`src/rtl/frame_write_sequencer.sv`:
```
// Frame write sequencer: decodes header/data word pairs from the config
// stream and issues a single one-hot FrameStrobe per frame write.
module frame_write_sequencer #(
  parameter int FrameBitsPerRow = 32,
  parameter int MaxFramesPerCol = 20,
  parameter int NumColumns      = 8
) (
  input  logic                                  CLK,
  input  logic                                  RST,
  input  logic [FrameBitsPerRow-1:0]            cfg_data,
  input  logic                                  cfg_valid,
  output logic                                  cfg_ready,
  output logic [FrameBitsPerRow-1:0]            FrameData,
  output logic [NumColumns*MaxFramesPerCol-1:0] FrameStrobe,
  output logic                                  busy,
  output logic                                  err,
  output logic [15:0]                           frame_count
);

  localparam int SW = NumColumns * MaxFramesPerCol;

  localparam logic [7:0] SYNC = 8'hFA;
  localparam logic [7:0] NCOL = 8'(NumColumns);
  localparam logic [7:0] NFRM = 8'(MaxFramesPerCol);

  typedef enum logic [2:0] {
    IDLE,
    DATA,
    SETUP,
    STROBE,
    HOLD
  } state_e;

  state_e                     state_q;
  logic [7:0]                 col_q;
  logic [7:0]                 frame_q;
  logic [FrameBitsPerRow-1:0] data_q;
  logic [SW-1:0]              strobe_q;
  logic                       err_q;
  logic [15:0]                cnt_q;

  logic [7:0]    hdr_sync;
  logic [7:0]    hdr_col;
  logic [7:0]    hdr_frame;
  logic          hdr_ok;
  logic [15:0]   idx_d;
  logic [SW-1:0] strobe_d;
  logic          ready_d;

  assign hdr_sync  = cfg_data[31:24];
  assign hdr_col   = cfg_data[23:16];
  assign hdr_frame = cfg_data[15:8];

  assign hdr_ok = (hdr_sync == SYNC)
                & (hdr_col < NCOL)
                & (hdr_frame < NFRM);

  // 16-bit index: no wrap for any legal col/frame pair.
  assign idx_d = 16'(col_q) * 16'(MaxFramesPerCol)
               + 16'(frame_q);

  assign strobe_d = SW'(1) << idx_d;

  // Ready is a pure function of state, never of cfg_valid.
  assign ready_d = (state_q == IDLE) | (state_q == DATA);

  always_ff @(posedge CLK) begin
    if (RST) begin
      state_q  <= IDLE;
      col_q    <= '0;
      frame_q  <= '0;
      data_q   <= '0;
      strobe_q <= '0;
      err_q    <= 1'b0;
      cnt_q    <= '0;
    end else begin
      strobe_q <= '0;
      unique case (state_q)
        IDLE: begin
          if (cfg_valid) begin
            if (hdr_ok) begin
              col_q   <= hdr_col;
              frame_q <= hdr_frame;
              state_q <= DATA;
            end else begin
              err_q <= 1'b1;
            end
          end
        end
        DATA: begin
          if (cfg_valid) begin
            data_q  <= cfg_data;
            state_q <= SETUP;
          end
        end
        SETUP: begin
          strobe_q <= strobe_d;
          state_q  <= STROBE;
        end
        STROBE: begin
          state_q <= HOLD;
        end
        HOLD: begin
          if (cnt_q != 16'hFFFF) begin
            cnt_q <= cnt_q + 16'd1;
          end
          state_q <= IDLE;
        end
        default: begin
          state_q <= IDLE;
        end
      endcase
    end
  end

  assign cfg_ready   = ready_d;
  assign busy        = ~ready_d | (state_q == DATA);
  assign FrameData   = data_q;
  assign FrameStrobe = strobe_q;
  assign err         = err_q;
  assign frame_count = cnt_q;

endmodule

```
`config.mk`:
```
export PLATFORM = sky130hd
export DESIGN_NAME = frame_write_sequencer
export DESIGN_NICKNAME = d
export VERILOG_FILES = /design/src/rtl/frame_write_sequencer.sv
export SDC_FILE = /design/constraint.sdc
export NUM_CORES = 1
export LEC_CHECK = 0
export ABC_AREA = 1
export CAP_MARGIN = 15
export CELL_PAD_IN_SITES_DETAIL_PLACEMENT = 0
export CELL_PAD_IN_SITES_GLOBAL_PLACEMENT = 1
export CORE_MARGIN = 2
export CORE_UTILIZATION = 36
export CTS_CLUSTER_SIZE = 10
export DETAILED_ROUTE_END_ITERATION = 12
export PLACE_DENSITY = 0.82
export SLEW_MARGIN = 10
export SYNTH_ARGS = -nofsm -noshare
export SYNTH_HDL_FRONTEND = slang
export SYNTH_SLANG_ARGS = --single-unit
```
`constraint.sdc`:
```
create_clock -name CLK -period 7.7 [get_ports CLK]
set_input_delay 1.155 -clock CLK [delete_from_list [all_inputs] [get_ports CLK]]
set_output_delay 1.155 -clock CLK [all_outputs]
set_load 0.02 [all_outputs]
```
# [Word level (Yosys, flattened, before mapping)]
# Index checks and enable logic that the tools add are counted.
[word_totals] reg_bits=228 in_bits=35 out_inout_bits=211 wordCells=40
[op_classes] addsub=2 multipliers=1 magnitude_cmp=2 eq_ne=9 shift=1 mux=4 n_bitwise=7 reduce_logical=7
[ops] operator="left shift 1 x 14 -> 160 bit (first input constant)" n=1
[ops] operator="adder 16 x 1 -> 16 bit (second input constant)" n=1
[ops] operator="inequality test 16 bit (second input constant)" n=1
[ops] operator="adder 13 x 8 -> 14 bit" n=1
[ops] operator="one-hot mux 3 bit (4 select lines)" n=1
[ops] operator="multiplier 8 x 3 -> 11 bit (second input constant)" n=1
[ops] operator="two-way mux 3 bit" n=3
[ops] operator="AND reduction 3 bit" n=3
[ops] operator="== test 8 bit (second input constant)" n=1
[ops] operator="less-than comparator 8 x 4 -> 1 bit (second input constant)" n=1
[ops] operator="less-than comparator 8 x 5 -> 1 bit (second input constant)" n=1
[ops] operator="== test 3 x 2 -> 1 bit (second input constant)" n=2
[ops] operator="inequality test 2 bit (second input constant)" n=3
[ops] operator="AND reduction 2 bit" n=2
[ops] operator="== test 3 x 1 -> 1 bit (second input constant)" n=1
[ops] operator="== test 3 bit (second input constant)" n=1
[ops] operator="zero test 3 bit" n=1
[ops] operator="NOT 1 bit" n=3
[ops] operator="AND 1 bit" n=2
[ops] operator="OR 1 bit" n=2
[ops] operator="OR reduction 2 bit" n=1

# [Depth between registers and ports, before layout]
[depth] ltp_word=6 mapped_depth=18 mapped_depth_nobuf=18

# [Worst setup path after synthesis]
# Ideal clock, no wire load.
[synth_path] path_type="reg2reg" from="register col_q[1]" to="register strobe_q[145] (netlist: FrameStrobe[145])" setup_ns=0.066 arrival_ns=2.939 required_time_ns=7.634 setup_slack_ns=4.695 path_stages_with_launch=19 path_buffers=0 synth_period_minus_slack_ns=3.005 path_cell_list="dfxtp_1 ha_1 ha_1 inv_1 fa_1 inv_1 ha_1 nand2_1 nor2_1 nand2_1 nand3_1 nand3_1 nand2_1 nand3_1 nor2_2 nand4_1 nor2_4 nand4_1 nor2_1"
[synth_via] elab_chain_cells=3
[synth_lines] element="start, declared" line_no="35" source="logic [7:0] col_q;"
[synth_lines] element="start signal, assigned" line_no="82" source="col_q <= hdr_col;"
[synth_lines] element="multiplier 8 x 3 -> 11 bit" line_no="59" source="assign idx_d = 16'(col_q) * 16'(MaxFramesPerCol)"
[synth_lines] element="adder 13 x 8 -> 14 bit" line_no="60" source="+ 16'(frame_q);"
[synth_lines] element="left shift 1 x 14 -> 160 bit" line_no="62" source="assign strobe_d = SW'(1) << idx_d;"
[synth_lines] element="end signal, assigned" line_no="97" source="strobe_q <= strobe_d;"
[synth_lines] element="end, declared" line_no="38" source="logic [SW-1:0] strobe_q;"
# No other way between the ends.
# A chain may end at the register's enable or synchronous reset.

# [Worst setup path in the final report]
[layout_path] from="register col_q[1]" to="register strobe_q[30] (netlist: FrameStrobe[30])"
# The elaborated chain is that of the path after synthesis.

==> key figures <==
Detailed routing
  • Via count: ~6,600
  • # DRC: 0
  • Vias per inst: 4.80
  • WL final: roughly 23,000 µm
  • DR WL/cell: around 16 µm
  • Met1 Wirelength: 9860 µm
  • Post-route ant nets: 0
  • DR top layer: met4
  • WL met3: about 2000 µm
  • Metal2 WL: 10,100 µm
  • DRT Pass-1 Iters: 4
  • Iteration-0 DRC Markers: 402

Synth
  • Post-synth EDFFs: 0
  • Synth top area cells: dfxtp_1 60%, nor2_1 12%, nand4_1 6.0%
  • Seq/Total Area, Yosys: 59.5%
  • Ys flop type: dfxtp_1
  • Syn Area/Cell: 8.81 µm²
  • Top-area cell type share of the netlist area: between 50% and 60%
  • Synth unique cells: 31
  • Cell area after synthesis: 0.00767 mm²
  • Synth Instances: between 800 and 900
  • Synth area leader: dfxtp_1
  • Synth Net Count: 926
  • Ys Warns: 0
  • Post-synth ARST share: 0%
  • Flops & latches, synth: 228

Setup path
  • Critical path endpoint category: flip-flop
  • CP bufs+invs: 3
  • R2R cell count: 15
  • Reg2reg start: col_q[1]$_SDFFE_PP0P_
  • Crit path max fanout: 34
  • CP delay by family, top: adder cells
  • Slowest stage delay, CP: roughly 0.48 ns
  • Instance count on the critical path: 15
  • CP max-delay cell: fa_1
  • Worst R2R Setup Slack: ~4 ns
  • Worst EP arrival: 4.13 ns
  • FF-to-FF End: FrameStrobe[30]$_SDFF_PP0_
  • Startpoint Class: flip-flop
  • Critical path class: flip-flop to flip-flop
  • Most Frequent Cell on Critical Path: ha_1
  • Critical path, cell by cell: ha_1 -> ha_1 -> inv_1 -> fa_1 -> inv_1 -> ha_1 -> nand2_1 -> nand2_1 -> a21oi_1 -> xor2_1 -> nand4_1 -> nor2_1 -> nand2_2 -> buf_4 -> nor2_1
  • CP required: about 8 ns

Floorplanning
  • Die Ht: roughly 150 µm
  • Core footprint: between 0.02 and 0.025 mm²
  • Row Count: 53
  • I/O pin total: about 250
  • Overall die width: 150 µm
  • Starting Density: between 30% and 40%
  • Total die area: 0.0225 mm²

Clock tree
  • Clock transition at the registers of the reported paths: about 0.05 ns
  • CTS tree: built
  • Worst skew pair latency: 0.53 ns
  • H-tree depth: 1
  • # clock sinks: approximately 230
  • Post-CTS sizing: 0
  • Postcts setup bufs: 0
  • CTS Buffer Depth: 3
  • Hold-fix buffers, CTS: 0
  • CTS root buf: clkbuf_16
  • Cts bufs inserted: 27

Cells and area
  • Share of cells above drive strength 1: about 5.1%
  • Nets: 1,160
  • Most frequent cells in the layout: 255 x nor2_1, 245 x clkdlybuf4s50_1, 228 x dfxtp_1
  • Area Overhead vs Synth: 44.9%
  • Most common cell after layout, fill and taps aside: nor2_1
  • Fill count: approximately 2,000
  • Post-Layout Cell Count: roughly 1,400
  • ANT cells: 0

Timing
  • Setup TNS Final: 0 ns
  • Final Hold Viols: 0
  • Worst slew margin: around a quarter
  • Worst slew pin tran: between 1 and 1.5 ns
  • Final worst-path cycle share: 47.8%
  • Fmax: approximately 270 MHz
  • Fin. max-slew vios: 0
  • # setup viols final: 0
  • WHS: 0.463 ns
  • Clk_skew: between 0.01 and 0.015 ns
  • RSZ-0062 raised after global routing: no
  • Post-layout min period: approximately 3.7 ns

Global routing
  • Grt ovf: 0
  • Global Route Usage Sum: between 10% and 20%
  • Vias in the first global route: around 6,400
  • First-pass GRT wire length: 34,600 µm
  • Pin count of the biggest net entering global routing: 65
  • Antenna violations before repair: 0

Power
  • Maximum vdd drop: between 0.15 and 0.2 mV
  • Pwr/cell area: 226 mW/mm²
  • Comb pwr share: under 10%
  • Sequential share of power: roughly 49%
  • Cell internal pwr: a little under 2 mW
  • Psw: approximately 0.56 mW
  • Tot Pwr: approximately 2.5 mW
  • Clock share of power: approximately 45%
  • Leak: just over 4 nW
  • Sw Share: 22.4%

Placement
  • Final HPWL DP: between 15,000 and 20,000 µm
  • Port bufs: 245
  • Routability cong.: 0.810
  • Placed Instances: roughly 1,400

Outcome
  • Status: finished clean

Worst hold path
  • Hold depth: 2
  • Worst hold start: frame_q[7]$_SDFFE_PP0P_
  • Hold Path End: frame_q[7]$_SDFFE_PP0P_
  • Worst Hold Class: flip-flop to flip-flop

Job
  • Max cap viols: 0
[final cells by class]
cell class,count,area [µm²],area share [%]
clock inverter,3,57.6,0.518
sequential,228,4560,41.1
clock buffer,29,693,6.24
inverter,56,210,1.89
timing repair buffer,253,2510,22.6
tap,275,344,3.10
multi-input combinational,538,2730,24.5
[power by group through the flow]
stage / clock network (mW) / logic (mW) / registers [mW]
CTS: 1.14 / 0.176 / 1.22
global placement: 0 / 0.177 / 1.24
finish: 1.12 / 0.175 / 1.22
detailed placement: 0 / 0.175 / 1.24
floorplan: 0 / 0.0539 / 1.27
global route: 1.19 / 0.190 / 1.22
[cells in the mapped netlist (3+ instances only)]
library cell,instances
o21ai_0,47
nor2_4,8
buf_2,5
dfxtp_1,228
nor3_1,9
clkbuf_1,40
nand2_1,48
xnor2_1,4
inv_1,55
nor2_1,255
xor2_1,3
buf_1,3
ha_1,19
nand3b_1,3
o21a_1,3
nand4_1,73
nor4_1,5
nand3_1,24
a21oi_1,21
[registers in the layout, indices dropped and copies added (netlist names)]
register     flops
state_q          3
frame_count     16
FrameData       32
FrameStrobe    160
col_q            8
err              1
frame_q          8
[kinds of logic (layout without fill, tap and decap cells)]
| logic type | Yosys count | in the layout | share of synthesized area, % |
|---|---|---|---|
| adders and majority gates | 21 | 21 | 3.62 |
| and+or+nand+nor | 434 | 434 | 25.6 |
| xor gates and xnor gates | 7 | 7 | 0.800 |
| buffers and inverters | 104 | 341 | 5.17 |
| AOI/OAI and AO/OA | 76 | 76 | 5.24 |
| DFF | 228 | 228 | 59.5 |
[layer usage]
| layer | global-route usage [%] | vias up |
|---|---|---|
| met3 | 5.52 | 38 |
| met5 | 0 | - |
| met1 | 25.1 | 3017 |
| met4 | 5.66 | 0 |
| li1 | - | 3301 |
| met2 | 31.7 | 273 |
[worst reg2reg max path, cell delays in order, from the launching register on]
cell,delay [ns]
dfxtp_1,0.35
ha_1,0.30
ha_1,0.16
inv_1,0.05
fa_1,0.48
inv_1,0.05
ha_1,0.32
nand2_1,0.11
nand2_1,0.05
a21oi_1,0.17
xor2_1,0.18
nand4_1,0.13
nor2_1,0.21
nand2_2,0.43
buf_4,0.45
nor2_1,0.16
[worst max path at each step]
stage,start,endpoint,slack [ns]
2_1_floorplan,col_q[1]$_SDFFE_PP0P_,FrameStrobe[145]$_SDFF_PP0_,4.69
3_3_place_gp,col_q[1]$_SDFFE_PP0P_,FrameStrobe[31]$_SDFF_PP0_,4.03
3_5_place_dp,col_q[1]$_SDFFE_PP0P_,FrameStrobe[30]$_SDFF_PP0_,4.00
4_1_cts,col_q[1]$_SDFFE_PP0P_,FrameStrobe[30]$_SDFF_PP0_,3.97
5_1_grt,col_q[1]$_SDFFE_PP0P_,FrameStrobe[30]$_SDFF_PP0_,3.66
6_report,col_q[1]$_SDFFE_PP0P_,FrameStrobe[30]$_SDFF_PP0_,4.02
[per-stage QoR]
| stage | util, % | area (µm²) | setup WS (ns) |
|---|---|---|---|
| floorplan | - | 7670 | 4.69 |
| global placement | 49.4 | 10400 | 4.03 |
| detailed placement | 49.4 | 10400 | 4.00 |
| CTS | 53.0 | 11100 | 3.97 |
| global route | 53.0 | 11100 | 3.66 |
| finish | 53.0 | 11100 | 4.02 |
No activity file was read; power rests on OpenSTA's default activity.
